--- config.mk ---
export PLATFORM = sky130hd
export DESIGN_NAME = nibble_serial_adder_ctrl
export DESIGN_NICKNAME = d
export VERILOG_FILES = /design/src/rtl/nibble_pkg.sv /design/src/rtl/nibble_shreg.sv /design/src/rtl/nibble_serial_adder_ctrl.sv
export SDC_FILE = /design/constraint.sdc
export NUM_CORES = 1
export LEC_CHECK = 0
export ABC_AREA = 0
export BUFFER_PORTS_ARGS = -buffer_cell sky130_fd_sc_hd__buf_2
export CAP_MARGIN = 10
export CORE_MARGIN = 8
export CORE_UTILIZATION = 55
export DETAILED_ROUTE_END_ITERATION = 7
export HOLD_SLACK_MARGIN = 0.08
export PLACE_DENSITY = 0.86
export REMOVE_ABC_BUFFERS = 1
export SLEW_MARGIN = 20
export SYNTH_ARGS = -nofsm -noshare
export SYNTH_HDL_FRONTEND = slang
export SYNTH_SLANG_ARGS = --single-unit
--- constraint.sdc ---
create_clock -name clk -period 3.6 [get_ports clk]
set_input_delay 0.18 -clock clk [delete_from_list [all_inputs] [get_ports clk]]
set_output_delay 0.18 -clock clk [all_outputs]
set_load 0.05 [all_outputs]
--- src/rtl/nibble_pkg.sv ---
// Shared definitions for the nibble-serial adder controller.
//   NIBBLE_W     width of one adder slice (the external 4-bit ripple adder)
//   nsa_state_t  controller FSM state encoding
//   clog2()      bit width needed to count n values (0 for n <= 1)
package nibble_pkg;

   localparam int NIBBLE_W = 4;

   typedef enum logic [1:0] {IDLE, RUN, DONE} nsa_state_t;

   function automatic int clog2(input int n);
      int w;
      w = 0;
      for (int i = 0; i < 32; i++) begin
         if ((1 << w) < n) w = w + 1;
      end
      return w;
   endfunction

endpackage

--- src/rtl/nibble_shreg.sv ---
// Right-shift register that moves one nibble per shift.
//   clk    clock, rising edge
//   clr    synchronous clear (highest priority)
//   load   parallel load of din
//   shift  shift right by one nibble, sin entering at the top
//   din    parallel load value (WIDTH bits)
//   sin    serial nibble input
//   q      register contents; q[3:0] is the nibble leaving next
module nibble_shreg
   import nibble_pkg::*;
#(
   parameter int WIDTH = 16
) (
   input  logic                clk,
   input  logic                clr,
   input  logic                load,
   input  logic                shift,
   input  logic [WIDTH-1:0]    din,
   input  logic [NIBBLE_W-1:0] sin,
   output logic [WIDTH-1:0]    q
);

   generate
      if (WIDTH == NIBBLE_W) begin : g_single
         always_ff @(posedge clk) begin
            if (clr)        q <= '0;
            else if (load)  q <= din;
            else if (shift) q <= sin;
         end
      end else begin : g_multi
         always_ff @(posedge clk) begin
            if (clr)        q <= '0;
            else if (load)  q <= din;
            else if (shift) q <= {sin, q[WIDTH-1:NIBBLE_W]};
         end
      end
   endgenerate

endmodule

--- src/rtl/nibble_serial_adder_ctrl.sv ---
// Sequencer that performs a WIDTH-bit addition through an external 4-bit
// ripple adder, one nibble per cycle, LSB nibble first.
// Optional feature macro: NSA_SUB_EN adds op_sub (A-B via ~B and carry-in 1).
//   clk, rst              clock (rising edge), synchronous active-high reset
//   in_valid/in_ready     request handshake; in_ready high only when idle
//   in_a, in_b, in_cin    operands and carry-in of the whole operation
//   op_sub                (NSA_SUB_EN only) 1 = subtract, captured on accept
//   out_valid/out_ready   result handshake
//   out_sum, out_cout     assembled sum and carry out of the top nibble
//   add_a, add_b, add_cin drive the external adder (0 outside RUN)
//   add_s, add_cout       combinational results from the external adder
module nibble_serial_adder_ctrl
   import nibble_pkg::*;
#(
   parameter int WIDTH = 16
) (
   input  logic                clk,
   input  logic                rst,
   input  logic                in_valid,
   output logic                in_ready,
   input  logic [WIDTH-1:0]    in_a,
   input  logic [WIDTH-1:0]    in_b,
   input  logic                in_cin,
`ifdef NSA_SUB_EN
   input  logic                op_sub,
`endif
   output logic                out_valid,
   input  logic                out_ready,
   output logic [WIDTH-1:0]    out_sum,
   output logic                out_cout,
   output logic [NIBBLE_W-1:0] add_a,
   output logic [NIBBLE_W-1:0] add_b,
   output logic                add_cin,
   input  logic [NIBBLE_W-1:0] add_s,
   input  logic                add_cout
);

   localparam int NIB   = WIDTH / NIBBLE_W;
   localparam int CNT_W = (NIB > 1) ? clog2(NIB) : 1;
   localparam logic [CNT_W-1:0] LAST = CNT_W'(NIB - 1);

   generate
      if (WIDTH < NIBBLE_W || (WIDTH % NIBBLE_W) != 0) begin : g_bad_width
         $error("nibble_serial_adder_ctrl: WIDTH must be a multiple of 4 and >= 4");
      end
   endgenerate

   nsa_state_t       state, state_nxt;
   logic [CNT_W-1:0] cnt;
   logic             carry_reg;
   logic             sub_reg;
   logic             first_cin;
   logic             accept;
   logic             running;
   logic [WIDTH-1:0] a_q, b_q, sum_q;
   logic             unused_hi;

   assign accept  = (state == IDLE) && in_valid;
   assign running = (state == RUN);

   // Subtraction is A + ~B + 1: the inversion happens per nibble on add_b,
   // the +1 enters as the first-nibble carry.
`ifdef NSA_SUB_EN
   assign first_cin = op_sub ? 1'b1 : in_cin;
   always_ff @(posedge clk) begin
      if (accept) sub_reg <= op_sub;
   end
`else
   assign first_cin = in_cin;
   assign sub_reg   = 1'b0;
`endif

   always_ff @(posedge clk) begin
      if (rst) state <= IDLE;
      else     state <= state_nxt;
   end

   always_comb begin
      state_nxt = state;
      in_ready  = 1'b0;
      case (state)
         IDLE: begin
            in_ready = 1'b1;
            if (in_valid) state_nxt = RUN;
         end
         RUN: begin
            if (cnt == LAST) state_nxt = DONE;
         end
         DONE: begin
            if (out_ready) state_nxt = IDLE;
         end
         default: state_nxt = IDLE;
      endcase
   end

   always_ff @(posedge clk) begin
      if (rst) begin
         cnt       <= '0;
         out_valid <= 1'b0;
         out_cout  <= 1'b0;
      end else begin
         if (accept)       cnt <= '0;
         else if (running) cnt <= cnt + 1'b1;

         if (running && cnt == LAST) begin
            out_valid <= 1'b1;
            out_cout  <= add_cout;
         end else if (state == DONE && out_ready) begin
            out_valid <= 1'b0;
         end
      end
   end

   // Carry between nibbles; only meaningful while RUN, so no reset.
   always_ff @(posedge clk) begin
      if (accept)       carry_reg <= first_cin;
      else if (running) carry_reg <= add_cout;
   end

   nibble_shreg #(.WIDTH(WIDTH)) u_a_reg (
      .clk   (clk),
      .clr   (1'b0),
      .load  (accept),
      .shift (running),
      .din   (in_a),
      .sin   ('0),
      .q     (a_q)
   );

   nibble_shreg #(.WIDTH(WIDTH)) u_b_reg (
      .clk   (clk),
      .clr   (1'b0),
      .load  (accept),
      .shift (running),
      .din   (in_b),
      .sin   ('0),
      .q     (b_q)
   );

   // Each adder nibble enters at the top; after NIB shifts the LSB nibble
   // has reached bit 0 and the register holds the assembled sum.
   nibble_shreg #(.WIDTH(WIDTH)) u_sum_reg (
      .clk   (clk),
      .clr   (rst),
      .load  (1'b0),
      .shift (running),
      .din   ('0),
      .sin   (add_s),
      .q     (sum_q)
   );

   assign out_sum = sum_q;

   assign add_a   = running ? a_q[NIBBLE_W-1:0] : '0;
   assign add_b   = running ? (b_q[NIBBLE_W-1:0] ^ {NIBBLE_W{sub_reg}}) : '0;
   assign add_cin = running & carry_reg;

   // Only the low nibble of the operand registers feeds the adder.
   assign unused_hi = |{a_q >> NIBBLE_W, b_q >> NIBBLE_W};

endmodule

==> results of run 1 <==
==> cells in the final DEF, fill, tap and decap left out <==
| cell | instances |
|---|---|
| buf_2 | 69 |
| nand2_1 | 34 |
| edfxtp_1 | 33 |
| dfxtp_1 | 22 |
| mux2_4 | 20 |
| a21oi_1 | 19 |
| and2_1 | 9 |
| and3_1 | 8 |
| clkbuf_8 | 6 |
| mux2_2 | 5 |
| nor2_1 | 4 |
| nand2b_1 | 2 |
| mux2i_1 | 2 |
| nor2_4 | 1 |
| and2_4 | 1 |
| and2b_1 | 1 |
| o21bai_1 | 1 |
| inv_2 | 1 |
| a2bb2oi_1 | 1 |
| nand3_1 | 1 |
| nand3b_1 | 1 |
| a22oi_1 | 1 |
| inv_1 | 1 |
| nor3_1 | 1 |
| ha_1 | 1 |
| clkbuf_16 | 1 |
| clkinv_2 | 1 |
==> cell type report <==
| class | count | area share (%) |
|---|---|---|
| repair buffers | 69 | 12.45 |
| clock inverters | 1 | 0.1804 |
| multi-input cells | 113 | 29.36 |
| flip-flops and latches | 55 | 51.60 |
| well taps | 50 | 2.255 |
| inverters | 2 | 0.2706 |
| clock buffers | 7 | 3.879 |
==> how the worst max path moves through the flow <==
stage	slack (ns)	to
after floorplan	1.79	carry_reg$_DFFE_PP_
after global placement	1.71	u_a_reg.q[0]$_DFFE_PP_
after detailed placement	1.60	u_a_reg.q[2]$_DFFE_PP_
after CTS	1.39	add_b[3]
after global routing	1.23	add_b[1]
final	1.41	add_b[3]
==> kinds of logic after synthesis <==
group | count (synthesis) | share of synthesized area [%]
buffers and inverters | 14 | 4.215
DFF | 55 | 61.05
AOI/OAI and AO/OA | 22 | 5.070
muxes | 27 | 16.06
adders and majority gates | 1 | 0.5335
and+or+nand+nor | 63 | 13.07
==> routing by layer <==
| metal | share of wire [%] | track usage (%) | up-vias |
|---|---|---|---|
| li1 | - | - | 758 |
| met1 | 44 | 16.27 | 663 |
| met2 | 47 | 20.76 | 48 |
| met3 | 8.3 | 5.077 | 5 |
| met4 | 0.90 | 4.821 | 0 |
| met5 | 0 | 0 | - |
==> critical path: cells and delay by family (launching register included) <==
kind	cells	cell delay (ns)
flops	1	0.54
buf+inv	1	0.26
simple gates	2	0.91
==> report_power, final <==
part / switching (W) / internal, W
sequential: 0.0000160 / 0.000726
clock: 0.000185 / 0.000197
combinational: 0.000108 / 0.0000839
total: 0.000309 / 0.00101
==> through the flow <==
stage / utilization [%] / hold WS, ns
after floorplan: - / 0.2491
after global routing: 68.36 / 0.1102
after detailed placement: 65.59 / 0.4303
final: 68.36 / 0.1135
after global placement: 65.59 / 0.4202
after CTS: 68.36 / 0.1009
==> results.json, run 1 <==
{
  "period_needed_ns": 2.195,
  "clock_path_buffers": 2,
  "synthCells": 182,
  "postCtsSetupBuffers": 0,
  "startpoint": "state[0]$_SDFFE_PP0P_",
  "clk_latency_ns": 0.30,
  "dieWidth_microns": 81.30,
  "path_cells": "and2b_1 > and2_1 > buf_2",
  "synth.most_common_cell": "nand2_1",
  "start_util_pct": 57.79,
  "skew_ns": 0.004468,
  "die-area_sq_mm": 0.006609,
  "numCtsBuffers": 5,
  "crit_required_ns": 3.42,
  "core_area_sq_mm": 0.004058,
  "r2r_slack_ns": 1.86,
  "drive_gt1_share_pct": 42.51,
  "dr.pass1.iters": 4,
  "vias": 1474,
  "ys_ff_latch": 55,
  "power.density_mw_per_mm2": 474.3,
  "antenna_cells": 0,
  "finalNonFillerCells": 297,
  "place_area_sq_mm": 0.002661,
  "r2r_start": "state[0]$_SDFFE_PP0P_",
  "tns_ns": 0,
  "yosys_warnings": 0,
  "start_kind": "flip-flop",
  "post_cts_resized": 0,
  "globalplace.congestion": 0.7474,
  "io_buffer_count": 69,
  "hold_start": "add_s[0]",
  "nNetsFinal": 289,
  "final_cell_area_sq_mm": 0.002774,
  "ys_types": 27,
  "rows": 23,
  "p_leak_nw": 1.231,
  "hold_violations": 0,
  "r2r_cells": 3,
  "cts-root-buf": "clkbuf_8",
  "period_share_pct": 60.97,
  "ir_drop_mv": 0.2600,
  "async_reset_ff_share_pct": 0,
  "cts.sinks": 55,
  "register_area_sq_mm": 0.001431,
  "whs_path_depth": 3,
  "arrival_ns": 2.01,
  "setup_slack_ns": 1.405,
  "setup_viol": 0,
  "drv_cap": 0,
  "wl_per_cell_microns": 14.52,
  "netlist_area_sq_mm": 0.002345,
  "ys_seq_area_share_pct": 61.05,
  "die_h_microns": 81.30,
  "finalWirelength_mm": 4.311,
  "first_global_vias": 1454,
  "gr-total-overflow": 0,
  "fillers": 305,
  "min_path_type": "in -> reg",
  "post-dp-hpwl_mm": 3.200,
  "synthTopCellsByArea": "edfxtp_1 42%, dfxtp_1 19%, mux2_4 13%, nand2_1 5.4%, a21oi_1 4.1%",
  "largest_registers": "u_a_reg.q (16), u_b_reg.q (16), u_sum_reg.q (16)",
  "synth_edf_count": 33,
  "status": "completed",
  "via_per_inst": 4.963,
  "multi_input_area_sq_um": 814.5,
  "htreeDepth": 2,
  "avgSynthCellArea_sq_um": 12.88,
  "max_stage_delay_ns": 0.68,
  "crit_path_max_fanout": 28,
  "postCtsHoldBufs": 0,
  "rr_endpoint": "u_a_reg.q[5]$_DFFE_PP_",
  "track_usage_pct": 13.27,
  "postRouteAntennaNets": 0,
  "power.total_w": 0.001316,
  "cts_tree": "built",
  "grt_max_degree": 34,
  "clock.fmax_ghz": 0.4556,
  "crit_slowest_cell": "and2b_1",
  "hold_end": "u_sum_reg.q[12]$_SDFFE_PP0N_",
  "yosys.area.top_type_share_pct": 42.26,
  "pre_cts_ws_ns": 1.600,
  "ios": 70,
  "placed_cells": 289,
  "slew_headroom_pct": 48.99,
  "synth_area_leader_cell": "edfxtp_1",
  "synthTopCellsByCount": "34 x nand2_1, 33 x edfxtp_1, 22 x dfxtp_1, 20 x mux2_4, 19 x a21oi_1",
  "path_class": "reg -> out",
  "slew_viol_final": 0,
  "rsz0062_at_grt": "no",
  "drtIter0Drc": 79,
  "drc": 0,
  "critPathCaptureType": "output port",
  "clk_pin_slew_worst_paths_ns": 0.09,
  "tightestPinTransition_ns": 0.7651,
  "antenna_found_initial": 0,
  "synth_ff_type": "edfxtp_1",
  "grt_pass1_wl_mm": 6.831,
  "area_growth_pct": 18.30
}
No activity file was read; power rests on OpenSTA's default activity.
==> inputs of run 2 (changes only) <==
Settings changed: ABC_AREA 0 to 1, CORE_UTILIZATION 55 to 46, PLACE_DENSITY 0.86 to 0.77.
Clock period 3.6 ns to 1.9 ns, I/O delays scaled along.
==> run 2 against run 1 <==
Clock power rose by 62%. Synthesized cell count rose by 41%. Cell area rose by 3.6%. Clock skew barely moved. Sequential power rose by 97%. Area after synthesis fell by 1.2%. Flip-flop and latch count did not move. Core utilization fell by 11 points. Combinational power rose to 2.8 times the previous value. Setup slack got worse by 1.2 ns. Count of clock-buffer cells in the layout fell by 2.
==> results.json, run 2 <==
{
  "status": "completed",
  "die_h_microns": 86.96,
  "synth_xor_area_share_pct": 0,
  "synth_ff_type": "edfxtp_1",
  "post_cts_resized": 0,
  "start_kind": "flip-flop",
  "clock_path_buffers": 2,
  "final_cell_area_sq_mm": 0.002873,
  "dieWidth_microns": 86.96,
  "cts.sinks": 55,
  "async_reset_ff_share_pct": 0,
  "path_class": "reg -> out",
  "synthCells": 256,
  "yosys_warnings": 0,
  "final_util_pct": 57.72,
  "min_path_type": "in -> reg",
  "numCtsBuffers": 5,
  "drtIter0Drc": 125,
  "netlist_area_sq_mm": 0.002316,
  "clk_pin_slew_worst_paths_ns": 0.09,
  "crit_path_max_fanout": 16,
  "rsz0062_at_grt": "no",
  "place_area_sq_mm": 0.002715,
  "slew_headroom_pct": 70.81,
  "start_util_pct": 46.53,
  "period_share_pct": 88.59,
  "period_needed_ns": 1.683,
  "drive_gt1_share_pct": 26.81,
  "synth_area_leader_cell": "edfxtp_1",
  "fillers": 464,
  "ys_ff_latch": 55,
  "finalWirelength_mm": 4.526,
  "post-dp-hpwl_mm": 3.311,
  "vias": 1806,
  "core_area_sq_mm": 0.004977,
  "synthTopCellsByCount": "58 x nand2_1, 51 x nor2_1, 33 x edfxtp_1, 27 x nand3_1",
  "synth_top_family_by_area": "simple AND/OR/NAND/NOR gates",
  "synth_edf_count": 33,
  "ir_drop_mv": 0.4248,
  "gr-total-overflow": 0,
  "pre_cts_ws_ns": 0.5236,
  "ys_seq_area_share_pct": 61.80,
  "p_leak_nw": 1.407,
  "yosys.area_share.simple_pct": 25.61,
  "drv_cap": 0,
  "clock.fmax_ghz": 0.5941,
  "synthTopCellsByArea": "edfxtp_1 43%, dfxtp_1 19%, nand2_1 9.4%, nor2_1 8.3%, nand3_1 5.8%",
  "die-area_sq_mm": 0.007561,
  "tns_ns": 0,
  "wl_per_cell_microns": 11.26,
  "drc": 0,
  "track_usage_pct": 12.47,
  "globalplace.congestion": 0.7593,
  "first_global_vias": 1752,
  "setup_slack_ns": 0.2169,
  "via_per_inst": 4.493,
  "avgSynthCellArea_sq_um": 9.047,
  "whs_ns": 0.09046,
  "synth_compound_area_share_pct": 4.538,
  "layout_commonest_cell": "buf_2",
  "yosys.area.top_type_share_pct": 42.79,
  "nNetsFinal": 374,
  "ios": 70,
  "grt_max_degree": 34,
  "dr.pass1.iters": 4,
  "antenna_cells": 0,
  "tightestPinTransition_ns": 0.4373,
  "hold_violations": 0,
  "synthMuxAreaShare_pct": 0,
  "antenna_found_initial": 0,
  "clk_latency_ns": 0.29,
  "ys_types": 20,
  "largest_registers": "u_a_reg.q (16), u_b_reg.q (16), u_sum_reg.q (16)",
  "htreeDepth": 2,
  "rows": 26,
  "setup_viol": 0,
  "synth.most_common_cell": "nand2_1",
  "power.density_mw_per_mm2": 909.1,
  "arrival_ns": 1.59,
  "crit_required_ns": 1.80,
  "skew_ns": 0.003974,
  "area_growth_pct": 24.04,
  "grt_pass1_wl_mm": 7.514,
  "cts-root-buf": "clkbuf_8",
  "cts_tree": "built",
  "final_cell_mix": "69 x buf_2, 58 x nand2_1, 51 x nor2_1",
  "io_buffer_count": 69,
  "slew_viol_final": 0,
  "critPathCaptureType": "output port",
  "postRouteAntennaNets": 0,
  "synth_adder_area_share_pct": 0.5402
}
## run 2: cells by family after synthesis
group	after synthesis
fa+ha+maj	1
flops	55
compound gates	21
buf+inv	37
simple gates	142
## run 2: repair_timing
| item | in CTS | in global routing |
|---|---|---|
| hold endpoints to repair | 8 | 0 |
| setup buffers | 0 | 0 |
| hold buffers | 7 | 0 |
## run 2: path summary, 6_finish.rpt
check | startpoint | to | slack [ns] | depth (start not counted)
worst max register to register | cnt[0]$_SDFFE_PP0N_ | state[1]$_SDFFE_PP0P_ | 0.42 | 4
worst min-delay path | in_a[14] | u_a_reg.q[14]$_SDFFCE_PN0P_ | 0.09 | 3
worst max-delay path | state[0]$_SDFFE_PP0P_ | add_a[1] | 0.22 | 4
worst min register to register | cnt[1]$_SDFFE_PP0N_ | cnt[1]$_SDFFE_PP0N_ | 0.48 | 2
## run 2: per-layer routing
| metal | vias to the layer above | global-route usage, % | routed length [microns] |
|---|---|---|---|
| met2 | 43 | 21.30 | 2264 |
| met1 | 790 | 13.57 | 1888 |
| met5 | - | 0 | 0 |
| met3 | 8 | 3.962 | 270 |
| met4 | 0 | 6.260 | 102 |
| li1 | 965 | - | - |
## run 2: final cells by class
type,count,area (sq um),share of cell area [%]
clock buffers,5,68.82,2.395
repair buffers,81,465.4,16.20
clock inverters,3,18.77,0.6533
multi-input cells,164,710.7,24.74
well taps,70,87.58,3.049
flip-flops and latches,55,1431,49.83
inverters,24,90.09,3.136
## run 2: critical path, stage by stage (launching register included)
cell	delay, ns
dfxtp_1	0.45
nand2_2	0.23
buf_4	0.25
nor2_1	0.09
buf_2	0.27
## run 2: through the flow
stage / std cells / total power [W]
2_1_floorplan: 243 / 0.001847
5_1_grt: 402 / 0.002754
3_3_place_gp: 387 / 0.002004
6_report: 402 / 0.002612
4_1_cts: 402 / 0.002633
3_5_place_dp: 387 / 0.002018
## run 2: where the power goes
group	total (W)	switching, W	internal, W
sequential	0.00146	0.0000441	0.00142
clock	0.000617	0.000358	0.000259
combinational	0.000530	0.000372	0.000158
total	0.00261	0.000774	0.00184
==> inputs of run 3 (changes only) <==
Settings changed: ABC_AREA 1 to default.
==> run 3 against run 2 <==
Core utilization rose by 0.65 points. Count of clock-buffer cells in the layout up 1. Wire length fell by 6.3%. Sequential share of layout area is 0.87 points lower. Power fell by 8.5%. First-iteration DRC count decreased by 10%. Via count fell by 14%.
==> results.json, run 3 (same netlist as run 1, synthesis figures left out) <==
{
  "status": "completed",
  "area_growth_pct": 24.71,
  "crit_buf_inv": 0,
  "rows": 26,
  "min_path_type": "in -> reg",
  "path_cells": "nor2_4 > and2_4 > mux2_2",
  "postRouteAntennaNets": 0,
  "cp_top_family": "simple AND/OR/NAND/NOR gates",
  "whs_path_depth": 2,
  "nNetsFinal": 304,
  "period_needed_ns": 1.687,
  "track_usage_pct": 11.47,
  "slew_viol_final": 0,
  "numCtsBuffers": 5,
  "globalplace.congestion": 0.6797,
  "core_area_sq_mm": 0.005010,
  "die-area_sq_mm": 0.007638,
  "drtIter0Drc": 112,
  "drv_cap": 0,
  "setup_slack_ns": 0.2126,
  "vias": 1547,
  "hold_start": "in_a[11]",
  "start_kind": "flip-flop",
  "gr-total-overflow": 0,
  "crit_path_max_fanout": 25,
  "grt_max_degree": 34,
  "clock.fmax_ghz": 0.5926,
  "largest_registers": "u_a_reg.q (16), u_b_reg.q (16), u_sum_reg.q (16)",
  "power.total_w": 0.002389,
  "r2r_cells": 3,
  "rr_endpoint": "u_a_reg.q[3]$_DFFE_PP_",
  "cts_tree": "built",
  "tightestPinTransition_ns": 0.5827,
  "pre_cts_ws_ns": 0.2088,
  "rsz0062_at_grt": "no",
  "p_leak_nw": 1.284,
  "clk_pin_slew_worst_paths_ns": 0.09,
  "postCtsSetupBuffers": 0,
  "finalWirelength_mm": 4.241,
  "clk_latency_ns": 0.30,
  "clock_path_buffers": 2,
  "critPathCaptureType": "flip-flop",
  "crit_slowest_cell": "and2_4",
  "ios": 70,
  "power.density_mw_per_mm2": 816.9,
  "cts-root-buf": "clkbuf_8",
  "antenna_found_initial": 0,
  "post-dp-hpwl_mm": 3.170,
  "layout_commonest_cell": "buf_2",
  "hold_violations": 0,
  "path_class": "reg -> reg",
  "r2r_start": "state[0]$_SDFFE_PP0P_",
  "max_stage_delay_ns": 0.45,
  "tns_ns": 0,
  "final_util_pct": 58.37,
  "die_h_microns": 87.40,
  "via_per_inst": 4.660,
  "crit_required_ns": 1.95,
  "grt_pass1_wl_mm": 6.693,
  "setup_viol": 0,
  "skew_ns": 0.005944,
  "first_global_vias": 1468,
  "slew_headroom_pct": 61.15,
  "hold_end": "u_a_reg.q[11]$_DFFE_PP_",
  "cts.sinks": 55,
  "final_cell_mix": "69 x buf_2, 34 x nand2_1, 33 x edfxtp_1",
  "r2r_slack_ns": 0.21,
  "arrival_ns": 1.74,
  "io_buffer_count": 69,
  "dr.pass1.iters": 4,
  "period_share_pct": 88.81,
  "drive_gt1_share_pct": 40.46,
  "wl_per_cell_microns": 12.77,
  "ir_drop_mv": 0.5290,
  "start_util_pct": 46.80,
  "htreeDepth": 2,
  "dieWidth_microns": 87.40,
  "antenna_cells": 0,
  "drc": 0
}
## run 3: worst max-delay path by stage
stage	start	to	cells past startpoint
after global placement	state[0]$_SDFFE_PP0P_	u_a_reg.q[5]$_DFFE_PP_	3
after floorplan	state[0]$_SDFFE_PP0P_	carry_reg$_DFFE_PP_	3
final	state[0]$_SDFFE_PP0P_	u_a_reg.q[3]$_DFFE_PP_	3
after global routing	state[0]$_SDFFE_PP0P_	add_cin	3
after detailed placement	state[1]$_SDFFE_PP0P_	u_a_reg.q[8]$_DFFE_PP_	3
after CTS	state[0]$_SDFFE_PP0P_	add_cin	3
## run 3: layout make-up
class	instances	area [sq um]
inverter	2	7.507
multi-input combinational	113	815.8
sequential	55	1431
clock buffer	6	72.57
tap	70	87.58
timing repair buffer	84	500.5
fill	450	2086
clock inverter	2	8.758
## run 3: per-stage QoR
step | area [sq um] | hold WS, ns | cells
3_5_place_dp | 2721 | 0.3413 | 312
5_1_grt | 2924 | 0.08078 | 332
4_1_cts | 2913 | 0.08103 | 331
2_1_floorplan | 2253 | 0.1641 | 170
6_report | 2924 | 0.09138 | 332
3_3_place_gp | 2721 | 0.3349 | 312
## run 3: repair_timing
action                     4_1_cts  5_1_grt
hold buffers                    11        1
hold endpoints to repair        11        1
resized for setup                0        1
setup endpoints to repair        0        9
## run 3: layer usage
metal	routed length (microns)	GRT usage [%]	share of wire [%]
met1	1627	12.55	38
met2	2227	20.04	53
met3	341	3.774	8.0
met4	44	4.219	1.0
met5	0	0	0
## run 3: where the power goes
part	switching, W	total, W	internal (W)
logic	0.000207	0.000392	0.000185
clock network	0.000339	0.000593	0.000254
registers	0.0000291	0.00140	0.00137
total	0.000575	0.00239	0.00181
